**config.mk**
```make
export PLATFORM = sky130hd
export DESIGN_NAME = muldiv_unit_flat
export DESIGN_NICKNAME = d
export VERILOG_FILES = /design/src/rtl/muldiv_unit_if.sv /design/src/rtl/muldiv_unit.sv /design/src/flat_wrapper.sv
export SDC_FILE = /design/constraint.sdc
export NUM_CORES = 2
export LEC_CHECK = 0
export BUFFER_PORTS_ARGS = -buffer_cell sky130_fd_sc_hd__buf_2
export CAP_MARGIN = 30
export CORE_ASPECT_RATIO = 1.1
export CORE_MARGIN = 2
export CORE_UTILIZATION = 45
export DETAILED_ROUTE_END_ITERATION = 7
export GPL_TIMING_DRIVEN = 1
export SETUP_SLACK_MARGIN = 0.15
export SYNTH_ARGS = -nofsm -noshare
export SYNTH_HDL_FRONTEND = slang
export SYNTH_SLANG_ARGS = --single-unit
```
**constraint.sdc**
```tcl
create_clock -name clk -period 20.7 [get_ports clk]
set_input_delay 1.035 -clock clk [delete_from_list [all_inputs] [get_ports clk]]
set_output_delay 1.035 -clock clk [all_outputs]
set_load 0.03 [all_outputs]
```
**src/rtl/muldiv_unit_if.sv**
```systemverilog
// rtl/muldiv_unit_if.sv - pipeline-side bus of the HI/LO multiply/divide unit
interface muldiv_unit_if #(
  parameter int DATA_WIDTH = 32
);
  logic                  en;
  logic                  op_valid;
  logic [3:0]            op;
  logic [DATA_WIDTH-1:0] src_a;
  logic [DATA_WIDTH-1:0] src_b;
  logic                  cancel;
  logic                  stall;
  logic                  busy;
  logic [DATA_WIDTH-1:0] rd_data;
  logic                  div_zero;
  logic                  unrecognized;
  logic [DATA_WIDTH-1:0] hi;
  logic [DATA_WIDTH-1:0] lo;

  modport master (
    output en, op_valid, op, src_a, src_b, cancel,
    input  stall, busy, rd_data, div_zero, unrecognized, hi, lo
  );

  modport slave (
    input  en, op_valid, op, src_a, src_b, cancel,
    output stall, busy, rd_data, div_zero, unrecognized, hi, lo
  );
endinterface

```
**src/rtl/muldiv_unit.sv**
```systemverilog
// rtl/muldiv_unit.sv - HI/LO multiply/divide unit with multi-cycle MULT/DIV and pipeline stall
module muldiv_unit #(
  parameter int DATA_WIDTH    = 32,
  parameter int MUL_LATENCY   = 3,
  parameter int DIV_STEP_BITS = 1
) (
  input  logic         clk,
  input  logic         rst,
  muldiv_unit_if.slave bus
);
  localparam int W          = DATA_WIDTH;
  localparam int DIV_CYCLES = W / DIV_STEP_BITS;
  localparam int CNT_MAX    = (MUL_LATENCY > DIV_CYCLES) ? MUL_LATENCY : DIV_CYCLES;
  localparam int CW         = $clog2(CNT_MAX + 1);

  localparam logic [3:0] OP_MULT  = 4'd1;
  localparam logic [3:0] OP_MULTU = 4'd2;
  localparam logic [3:0] OP_DIV   = 4'd3;
  localparam logic [3:0] OP_DIVU  = 4'd4;
  localparam logic [3:0] OP_MTHI  = 4'd5;
  localparam logic [3:0] OP_MTLO  = 4'd6;
  localparam logic [3:0] OP_MFHI  = 4'd7;
  localparam logic [3:0] OP_MFLO  = 4'd8;

  typedef enum logic [1:0] {S_IDLE, S_MUL, S_DIV, S_FIX} state_t;

  state_t         state, state_n;
  logic [CW-1:0]  cnt;
  logic [W-1:0]   hi_q, lo_q;
  logic [W-1:0]   a_q, b_q, rem_q;
  logic           mul_signed, neg_quo, neg_rem, div_zero_q;
  logic           op_known, busy, stall, accept, div_signed;
  logic [W-1:0]   mag_a, mag_b;
  logic [2*W-1:0] ext_a, ext_b, product;
  logic [W-1:0]   rem_nx, quo_nx;
  logic [W:0]     shifted;

  assign op_known   = (bus.op != 4'd0) && (bus.op <= OP_MFLO);
  assign div_signed = (bus.op == OP_DIV);
  assign mag_a      = (div_signed && bus.src_a[W-1]) ? -bus.src_a : bus.src_a;
  assign mag_b      = (div_signed && bus.src_b[W-1]) ? -bus.src_b : bus.src_b;

  // Sign-extending to 2W and keeping the low 2W bits gives both MULT and MULTU.
  assign ext_a   = {{W{mul_signed & a_q[W-1]}}, a_q};
  assign ext_b   = {{W{mul_signed & b_q[W-1]}}, b_q};
  assign product = ext_a * ext_b;

  // Restoring divide: a_q shifts out dividend bits and collects quotient bits.
  always_comb begin
    rem_nx  = rem_q;
    quo_nx  = a_q;
    shifted = '0;
    for (int i = 0; i < DIV_STEP_BITS; i++) begin
      shifted = {rem_nx, quo_nx[W-1]};
      quo_nx  = {quo_nx[W-2:0], 1'b0};
      if (shifted >= {1'b0, b_q}) begin
        rem_nx    = W'(shifted - {1'b0, b_q});
        quo_nx[0] = 1'b1;
      end else begin
        rem_nx = shifted[W-1:0];
      end
    end
  end

  always_ff @(posedge clk or negedge rst) begin
    if (!rst) state <= S_IDLE;
    else      state <= state_n;
  end

  always_comb begin
    busy    = (state != S_IDLE);
    stall   = bus.op_valid & busy & op_known;
    accept  = (state == S_IDLE) & bus.en & bus.op_valid & ~stall & ~bus.cancel;
    state_n = state;
    case (state)
      S_IDLE: begin
        if (accept) begin
          if (bus.op == OP_MULT || bus.op == OP_MULTU)
            state_n = S_MUL;
          else if ((bus.op == OP_DIV || bus.op == OP_DIVU) && bus.src_b != '0)
            state_n = S_DIV;
        end
      end
      S_MUL:   if (bus.cancel || cnt == '0) state_n = S_IDLE;
      S_DIV:   if (bus.cancel) state_n = S_IDLE; else if (cnt == '0) state_n = S_FIX;
      S_FIX:   state_n = S_IDLE;
      default: state_n = S_IDLE;
    endcase
  end

  always_ff @(posedge clk or negedge rst) begin
    if (!rst) begin
      hi_q       <= '0;
      lo_q       <= '0;
      a_q        <= '0;
      b_q        <= '0;
      rem_q      <= '0;
      cnt        <= '0;
      mul_signed <= 1'b0;
      neg_quo    <= 1'b0;
      neg_rem    <= 1'b0;
      div_zero_q <= 1'b0;
    end else begin
      div_zero_q <= 1'b0;
      case (state)
        S_IDLE: begin
          if (accept) begin
            case (bus.op)
              OP_MULT, OP_MULTU: begin
                a_q        <= bus.src_a;
                b_q        <= bus.src_b;
                mul_signed <= (bus.op == OP_MULT);
                cnt        <= CW'(MUL_LATENCY - 1);
              end
              OP_DIV, OP_DIVU: begin
                if (bus.src_b == '0) begin
                  hi_q       <= bus.src_a;
                  lo_q       <= '1;
                  div_zero_q <= 1'b1;
                end else begin
                  a_q     <= mag_a;
                  b_q     <= mag_b;
                  rem_q   <= '0;
                  neg_quo <= div_signed & (bus.src_a[W-1] ^ bus.src_b[W-1]);
                  neg_rem <= div_signed & bus.src_a[W-1];
                  cnt     <= CW'(DIV_CYCLES - 1);
                end
              end
              OP_MTHI: hi_q <= bus.src_a;
              OP_MTLO: lo_q <= bus.src_a;
              default: ;
            endcase
          end
        end
        S_MUL: begin
          if (!bus.cancel) begin
            if (cnt == '0) {hi_q, lo_q} <= product;
            else           cnt <= cnt - CW'(1);
          end
        end
        S_DIV: begin
          if (!bus.cancel) begin
            rem_q <= rem_nx;
            a_q   <= quo_nx;
            if (cnt != '0) cnt <= cnt - CW'(1);
          end
        end
        S_FIX: begin
          if (!bus.cancel) begin
            hi_q <= neg_rem ? -rem_q : rem_q;
            lo_q <= neg_quo ? -a_q : a_q;
          end
        end
        default: ;
      endcase
    end
  end

  assign bus.busy         = busy;
  assign bus.stall        = stall;
  assign bus.div_zero     = div_zero_q;
  assign bus.unrecognized = bus.op_valid & (bus.op > OP_MFLO);
  assign bus.hi           = hi_q;
  assign bus.lo           = lo_q;
  assign bus.rd_data      = (bus.op == OP_MFHI) ? hi_q :
                            (bus.op == OP_MFLO) ? lo_q : '0;
endmodule
```
**src/flat_wrapper.sv**
```systemverilog
// flat-port wrapper written by rule: the top's interface ports become plain ports
module muldiv_unit_flat 
#(
  parameter int DATA_WIDTH    = 32,
  parameter int MUL_LATENCY   = 3,
  parameter int DIV_STEP_BITS = 1
)
  (clk, rst, bus_en, bus_op_valid, bus_op, bus_src_a, bus_src_b, bus_cancel, bus_stall, bus_busy, bus_rd_data, bus_div_zero, bus_unrecognized, bus_hi, bus_lo);
  muldiv_unit_if #(.DATA_WIDTH(DATA_WIDTH)) bus_i ();
  input  logic clk;
  input  logic rst;
  input wire logic [$bits(bus_i.en)-1:0] bus_en;
  input wire logic [$bits(bus_i.op_valid)-1:0] bus_op_valid;
  input wire logic [$bits(bus_i.op)-1:0] bus_op;
  input wire logic [$bits(bus_i.src_a)-1:0] bus_src_a;
  input wire logic [$bits(bus_i.src_b)-1:0] bus_src_b;
  input wire logic [$bits(bus_i.cancel)-1:0] bus_cancel;
  output wire logic [$bits(bus_i.stall)-1:0] bus_stall;
  output wire logic [$bits(bus_i.busy)-1:0] bus_busy;
  output wire logic [$bits(bus_i.rd_data)-1:0] bus_rd_data;
  output wire logic [$bits(bus_i.div_zero)-1:0] bus_div_zero;
  output wire logic [$bits(bus_i.unrecognized)-1:0] bus_unrecognized;
  output wire logic [$bits(bus_i.hi)-1:0] bus_hi;
  output wire logic [$bits(bus_i.lo)-1:0] bus_lo;
  assign bus_i.en = bus_en;
  assign bus_i.op_valid = bus_op_valid;
  assign bus_i.op = bus_op;
  assign bus_i.src_a = bus_src_a;
  assign bus_i.src_b = bus_src_b;
  assign bus_i.cancel = bus_cancel;
  assign bus_stall = bus_i.stall;
  assign bus_busy = bus_i.busy;
  assign bus_rd_data = bus_i.rd_data;
  assign bus_div_zero = bus_i.div_zero;
  assign bus_unrecognized = bus_i.unrecognized;
  assign bus_hi = bus_i.hi;
  assign bus_lo = bus_i.lo;
  muldiv_unit #(.DATA_WIDTH(DATA_WIDTH), .MUL_LATENCY(MUL_LATENCY), .DIV_STEP_BITS(DIV_STEP_BITS)) u_core (.clk(clk), .rst(rst), .bus(bus_i));
endmodule
```
After elaboration in Yosys (flattened, before gate mapping)
Cells that the tools add are included.
{"block": "word_totals", "ff_bits": 172, "latch_bits": 0, "ramBits": 0, "mem_bits_ro": 0, "in_bits": 73, "out_inout_bits": 100, "elab_cells": 147, "memories": 0}
{"block": "op_classes", "addsub": 6, "n_mul": 1, "div_mod_pow": 0, "n_lt_le_gt_ge": 3, "eq_ne": 29, "shifts": 0, "n_mux": 53, "bitwise_logic": 15, "n_reduce_logical": 29}
{"operator": "32-bit 2-to-1 mux", "count": 25}
{"operator": "32-bit one-hot mux with 2 select lines", "count": 6}
{"operator": "32-bit one-hot mux with 3 select lines", "count": 2}
{"operator": "32-bit negator", "count": 4}
{"operator": "33-bit by 33-bit multiplier with 64-bit output", "count": 1}
{"operator": "6-bit 2-to-1 mux", "count": 6}
{"operator": "33-bit by 32-bit >= comparator with 1-bit output", "count": 1}
{"operator": "32-bit zero test", "count": 1}
{"operator": "32-bit nonzero test", "count": 1}
{"operator": "32-bit subtractor", "count": 1}
{"operator": "3-bit != test, second input constant", "count": 6}
{"operator": "6-bit one-hot mux with 3 select lines", "count": 1}
{"operator": "4-bit by 3-bit == test with 1-bit output, second input constant", "count": 4}
{"operator": "2-bit != test, second input constant", "count": 7}
{"operator": "7-bit AND reduction", "count": 2}
{"operator": "2-bit 2-to-1 mux", "count": 6}
{"operator": "6-bit one-hot mux with 2 select lines", "count": 1}
{"operator": "4-bit AND reduction", "count": 3}
{"operator": "1-bit AND", "count": 11}
{"operator": "5-bit AND reduction", "count": 2}
{"operator": "4-bit by 2-bit == test with 1-bit output, second input constant", "count": 2}
{"operator": "2-bit by 1-bit != test with 1-bit output, second input constant", "count": 4}
{"operator": "2-bit one-hot mux with 4 select lines", "count": 1}
{"operator": "8-bit AND reduction", "count": 1}
{"operator": "21 further kinds", "count": 37}

Depth between registers and ports, before layout
{"block": "logic_depth", "ltp_word": 8, "ltp_mapped": 32, "ltp_nobuf": 29}

Worst setup path after synthesis
Ideal clock, no wire load.
{"block": "synth_path", "path_type": "register -> register", "from": "reg u_core.a_q[31]", "to": "reg u_core.hi_q[25], in the netlist u_core.bus.hi[25]", "t_arrival_ns": 7.845, "slack_ns": 12.770, "stages_incl_launch_ff": 29, "period_less_slack_ns": 7.930, "path_cell_list": "dfrtp_1 clkbuf_1 clkbuf_1 and3_1 fa_1 fa_1 fa_1 inv_1 fa_1 inv_1 fa_1 fa_1 fa_1 inv_1 fa_1 inv_1 ha_1 clkbuf_1 a21o_1 a21o_1 a21o_1 a211o_1 a21oi_1 o21a_1 o31a_1 o22ai_1 nor4_1 a41oi_1 a32oi_1"}
{"block": "synth_between", "elab_chain_len": 5}
{"item": "start: declaration", "line": "muldiv_unit.sv:30", "source": "logic [W-1:0] a_q, b_q, rem_q;"}
{"item": "start signal: assignment", "line": "muldiv_unit.sv:110", "source": "a_q <= bus.src_a;"}
{"item": "start signal: assignment", "line": "muldiv_unit.sv:121", "source": "a_q <= mag_a;"}
{"item": "start signal: assignment", "line": "muldiv_unit.sv:144", "source": "a_q <= quo_nx;"}
{"item": "1-bit AND", "line": "muldiv_unit.sv:44", "source": "assign ext_a = {{W{mul_signed & a_q[W-1]}}, a_q};"}
{"item": "33-bit by 33-bit multiplier with 64-bit output *", "line": "muldiv_unit.sv:46", "source": "assign product = ext_a * ext_b;"}
{"item": "32-bit 2-to-1 mux *", "line": "muldiv_unit.sv:137", "source": "if (cnt == '0) {hi_q, lo_q} <= product;"}
{"item": "32-bit 2-to-1 mux *", "line": "muldiv_unit.sv:136", "source": "if (!bus.cancel) begin"}
{"item": "32-bit one-hot mux with 3 select lines *", "line": "muldiv_unit.sv:105", "source": "case (state)"}
{"item": "end signal: assignment", "line": "muldiv_unit.sv:117", "source": "hi_q <= bus.src_a;"}
{"item": "end signal: assignment", "line": "muldiv_unit.sv:137"}
{"item": "end signal: assignment", "line": "muldiv_unit.sv:150", "source": "hi_q <= neg_rem ? -rem_q : rem_q;"}
{"item": "end: declaration", "line": "muldiv_unit.sv:29", "source": "logic [W-1:0] hi_q, lo_q;"}
Mark *: on every way between the ends. The rest lies on a longest branch, timed or not. The select of a mux whose other input is x is not followed.
A chain may end at the register's enable or synchronous reset.

Worst setup path in the final report
{"block": "layout_path", "from": "reg u_core.a_q[31]", "to": "reg u_core.hi_q[28], in the netlist u_core.bus.hi[28]"}
Same word-level chain as after synthesis.

==> flow_summary.ini <==
[yosys]
netlist_instances = 5815
ys_ff_latch = 172
syn_avg_cell_area_um2 = 8.692
synth-edff-count = 0
synth.distinct_cells = 72
yosysSeqAreaShare_pct = 8.516
synth_fp_nets = 7270
async_reset_ff_share_pct = 100.0
synth-main-ff-cell = dfrtp_1
synth_area_um2 = 50540
yosys_warnings = 0

[global_route]
grt_max_degree = 78
grtUsageTotal_pct = 28.85
first_global_vias = 42070
antenna_found_initial = 11
grt_overflow = 0
grt_pass1_wl_um = 250800

[worst_hold_path]
min_delay_path_depth = 2
hold_class = flop to flop

[clock_network]
hold_buffers = 0
cts-resized-gates = 0
cts_tree = built
cts-root-buf = clkbuf_16
cts.clk_slew.worst_paths_ps = 70
clock_path_buffers = 2
cts_sinks = 172
numCtsBuffers = 17
clock_latency_ps = 470
post_cts_buffers = 0
cts_max_level = 4

[place]
hpwl_um = 128500
gp_congestion = 0.9528
io_buffer_count = 172

[timing]
min_period_ps = 9391
timing.final.crit_share_pct = 45.37
hold_violations = 0
rsz0062_at_grt = false
slew_violations = 0
worstMarginPinSlew_ps = 983.7
tns_ps = 0
finalSetupViolCount = 0
skew_ps = 13.64
slew_headroom_pct = 34.42
max_freq_ghz = 0.1065

[floorplanning]
start_util_pct = 45.47
die_w_um = 323.5
coreArea_um2 = 111100
pin_count = 173
num_rows = 128
die_h_um = 355.5
dieArea_um2 = 115000

[critical_path]
start_kind = flop
ff2ff_path_depth = 28
required_ps = 21040
critPathMaxStageDelay_ps = 860
arrival_ps = 9730
critPathKind = flop to flop
worst_path_most_repeated_cell = fa_1
crit_slowest_cell = fa_1
cp_max_fo = 39
crit_path_end_kind = flop

[drt]
vias = 40060
drtPass1Iterations = 6
drt-total-wl_um = 160700
wl_per_cell_um = 22.14
via_per_inst = 5.521
drt-initial-drc-count = 2698
ant_nets = 0
drc = 0

[cells_and_area]
nets = 7199
drive_gt1_share_pct = 6.046
flow.area_growth_from_synthesis_pct = 5.505

[flow_run]
maxCapViolCount = 0

[status]
outcome = finished clean
cells by family after synthesis:
| kind of cell | Yosys count | share of synthesized area (%) |
|---|---|---|
| XOR/XNOR | 216 | 3.743 |
| AND/OR/NAND/NOR | 1716 | 15.50 |
| buffers and inverters | 1557 | 11.60 |
| flip-flops | 172 | 8.516 |
| AO/OA/AOI/OAI | 763 | 9.526 |
| adder cells (fa/ha/maj) | 1382 | 50.94 |
| multiplexers | 9 | 0.1807 |
metrics by stage:
stage / instances / hold slack [ps] / area, µm² / setup slack (ps) / util (%)
global route: 7252 / 552.3 / 53320 / 10870 / 47.97
floorplan: 5815 / 480.3 / 50540 / 12770 / -
finish: 7255 / 523.2 / 53330 / 11310 / 47.98
CTS: 7249 / 523.0 / 53280 / 11420 / 47.94
detailed placement: 7218 / 506.6 / 52750 / 11470 / 47.46
global placement: 7211 / 495.0 / 52660 / 11690 / 47.37
cell usage in the layout, fill, tap and decap left out, types with 9 or more instances in the layout:
cell type	instances
inv_1	1195
fa_1	1126
nand2_1	918
and2_1	302
ha_1	253
nor2_1	244
a21oi_1	231
o21ai_0	189
buf_2	172
dfrtp_1	172
xnor2_1	148
buf_4	93
xor2_1	68
a21o_1	58
a22o_1	56
a31oi_1	47
and3_1	32
nor3_1	30
nand3_1	29
a221oi_1	29
or3_1	28
nand4_1	28
o31ai_1	27
nand2b_1	23
or2_2	19
clkbuf_16	17
nor2b_1	16
o21a_1	16
o41ai_1	14
nor4_1	10
a211oi_1	10
or4_1	9
a22oi_1	9
path summary, 6_finish.rpt:
| path | slack (ps) | startpoint | end |
|---|---|---|---|
| max reg2reg | 11310 | u_core.a_q[31]$_DFFE_PN0P_ | u_core.bus.hi[28]$_DFFE_PN0P_ |
| max in group asynchronous | 18820 | rst | u_core.b_q[19]$_DFFE_PN0P_ |
| min reg2reg | 520 | u_core.a_q[4]$_DFFE_PN0P_ | u_core.a_q[4]$_DFFE_PN0P_ |
| max | 11310 | u_core.a_q[31]$_DFFE_PN0P_ | u_core.bus.hi[28]$_DFFE_PN0P_ |
| min | 520 | u_core.a_q[4]$_DFFE_PN0P_ | u_core.a_q[4]$_DFFE_PN0P_ |
| min in group asynchronous | 560 | rst | u_core.state[0]$_DFFE_PN0P_ |
Yosys cell counts (29+ instances only):
cell type / number / area (µm²)
inv_1: 1195 / 4486
fa_1: 1126 / 22540
nand2_1: 920 / 3453
clkbuf_1: 317 / 1190
and2_1: 302 / 1889
ha_1: 256 / 3203
nor2_1: 245 / 919.6
a21oi_1: 232 / 1161
o21ai_0: 189 / 945.9
dfrtp_1: 172 / 4304
xnor2_1: 148 / 1296
xor2_1: 68 / 595.6
a21o_1: 58 / 435.4
a22o_1: 56 / 490.5
a31oi_1: 47 / 294.0
buf_1: 38 / 142.6
and3_1: 32 / 200.2
nor3_1: 30 / 150.1
a221oi_1: 29 / 254.0
nand3_1: 29 / 145.1
layer usage:
metal	up-vias	share of wire (%)	GRT usage, %
li1	17430	-	-
met1	20940	39	36.68
met2	1335	50	48.94
met3	340	6.0	4.024
met4	8	5.3	12.91
met5	-	0.031	0
area by class of cell:
type | count | area, µm²
fillers | 10890 | 57820
clock inverters | 12 | 90.09
inverters | 1196 | 4489
clock buffers | 19 | 442.9
flip-flops and latches | 172 | 4304
well taps | 1495 | 1871
repair buffers | 271 | 1670
diodes | 4 | 10.01
multi-input cells | 4086 | 40450
worst max-delay path: cells and delay by family, from the launching register on:
family / cells / cell delay [ps]
fa+ha+maj: 9 / 4640
compound gates: 7 / 1640
buf+inv: 8 / 1460
simple gates: 4 / 1030
flops: 1 / 450
sequential cells by signal (all words and copies together), names as in the netlist:
signal / count
u_core.a_q: 32
u_core.b_q: 32
u_core.bus.div_zero: 1
u_core.bus.hi: 32
u_core.bus.lo: 32
u_core.cnt: 6
u_core.mul_signed: 1
u_core.neg_quo: 1
u_core.neg_rem: 1
u_core.rem_q: 32
u_core.state: 2
Power is not shown: default switching activity piles up to over one toggle a cycle in this logic, so the estimate is an artifact.
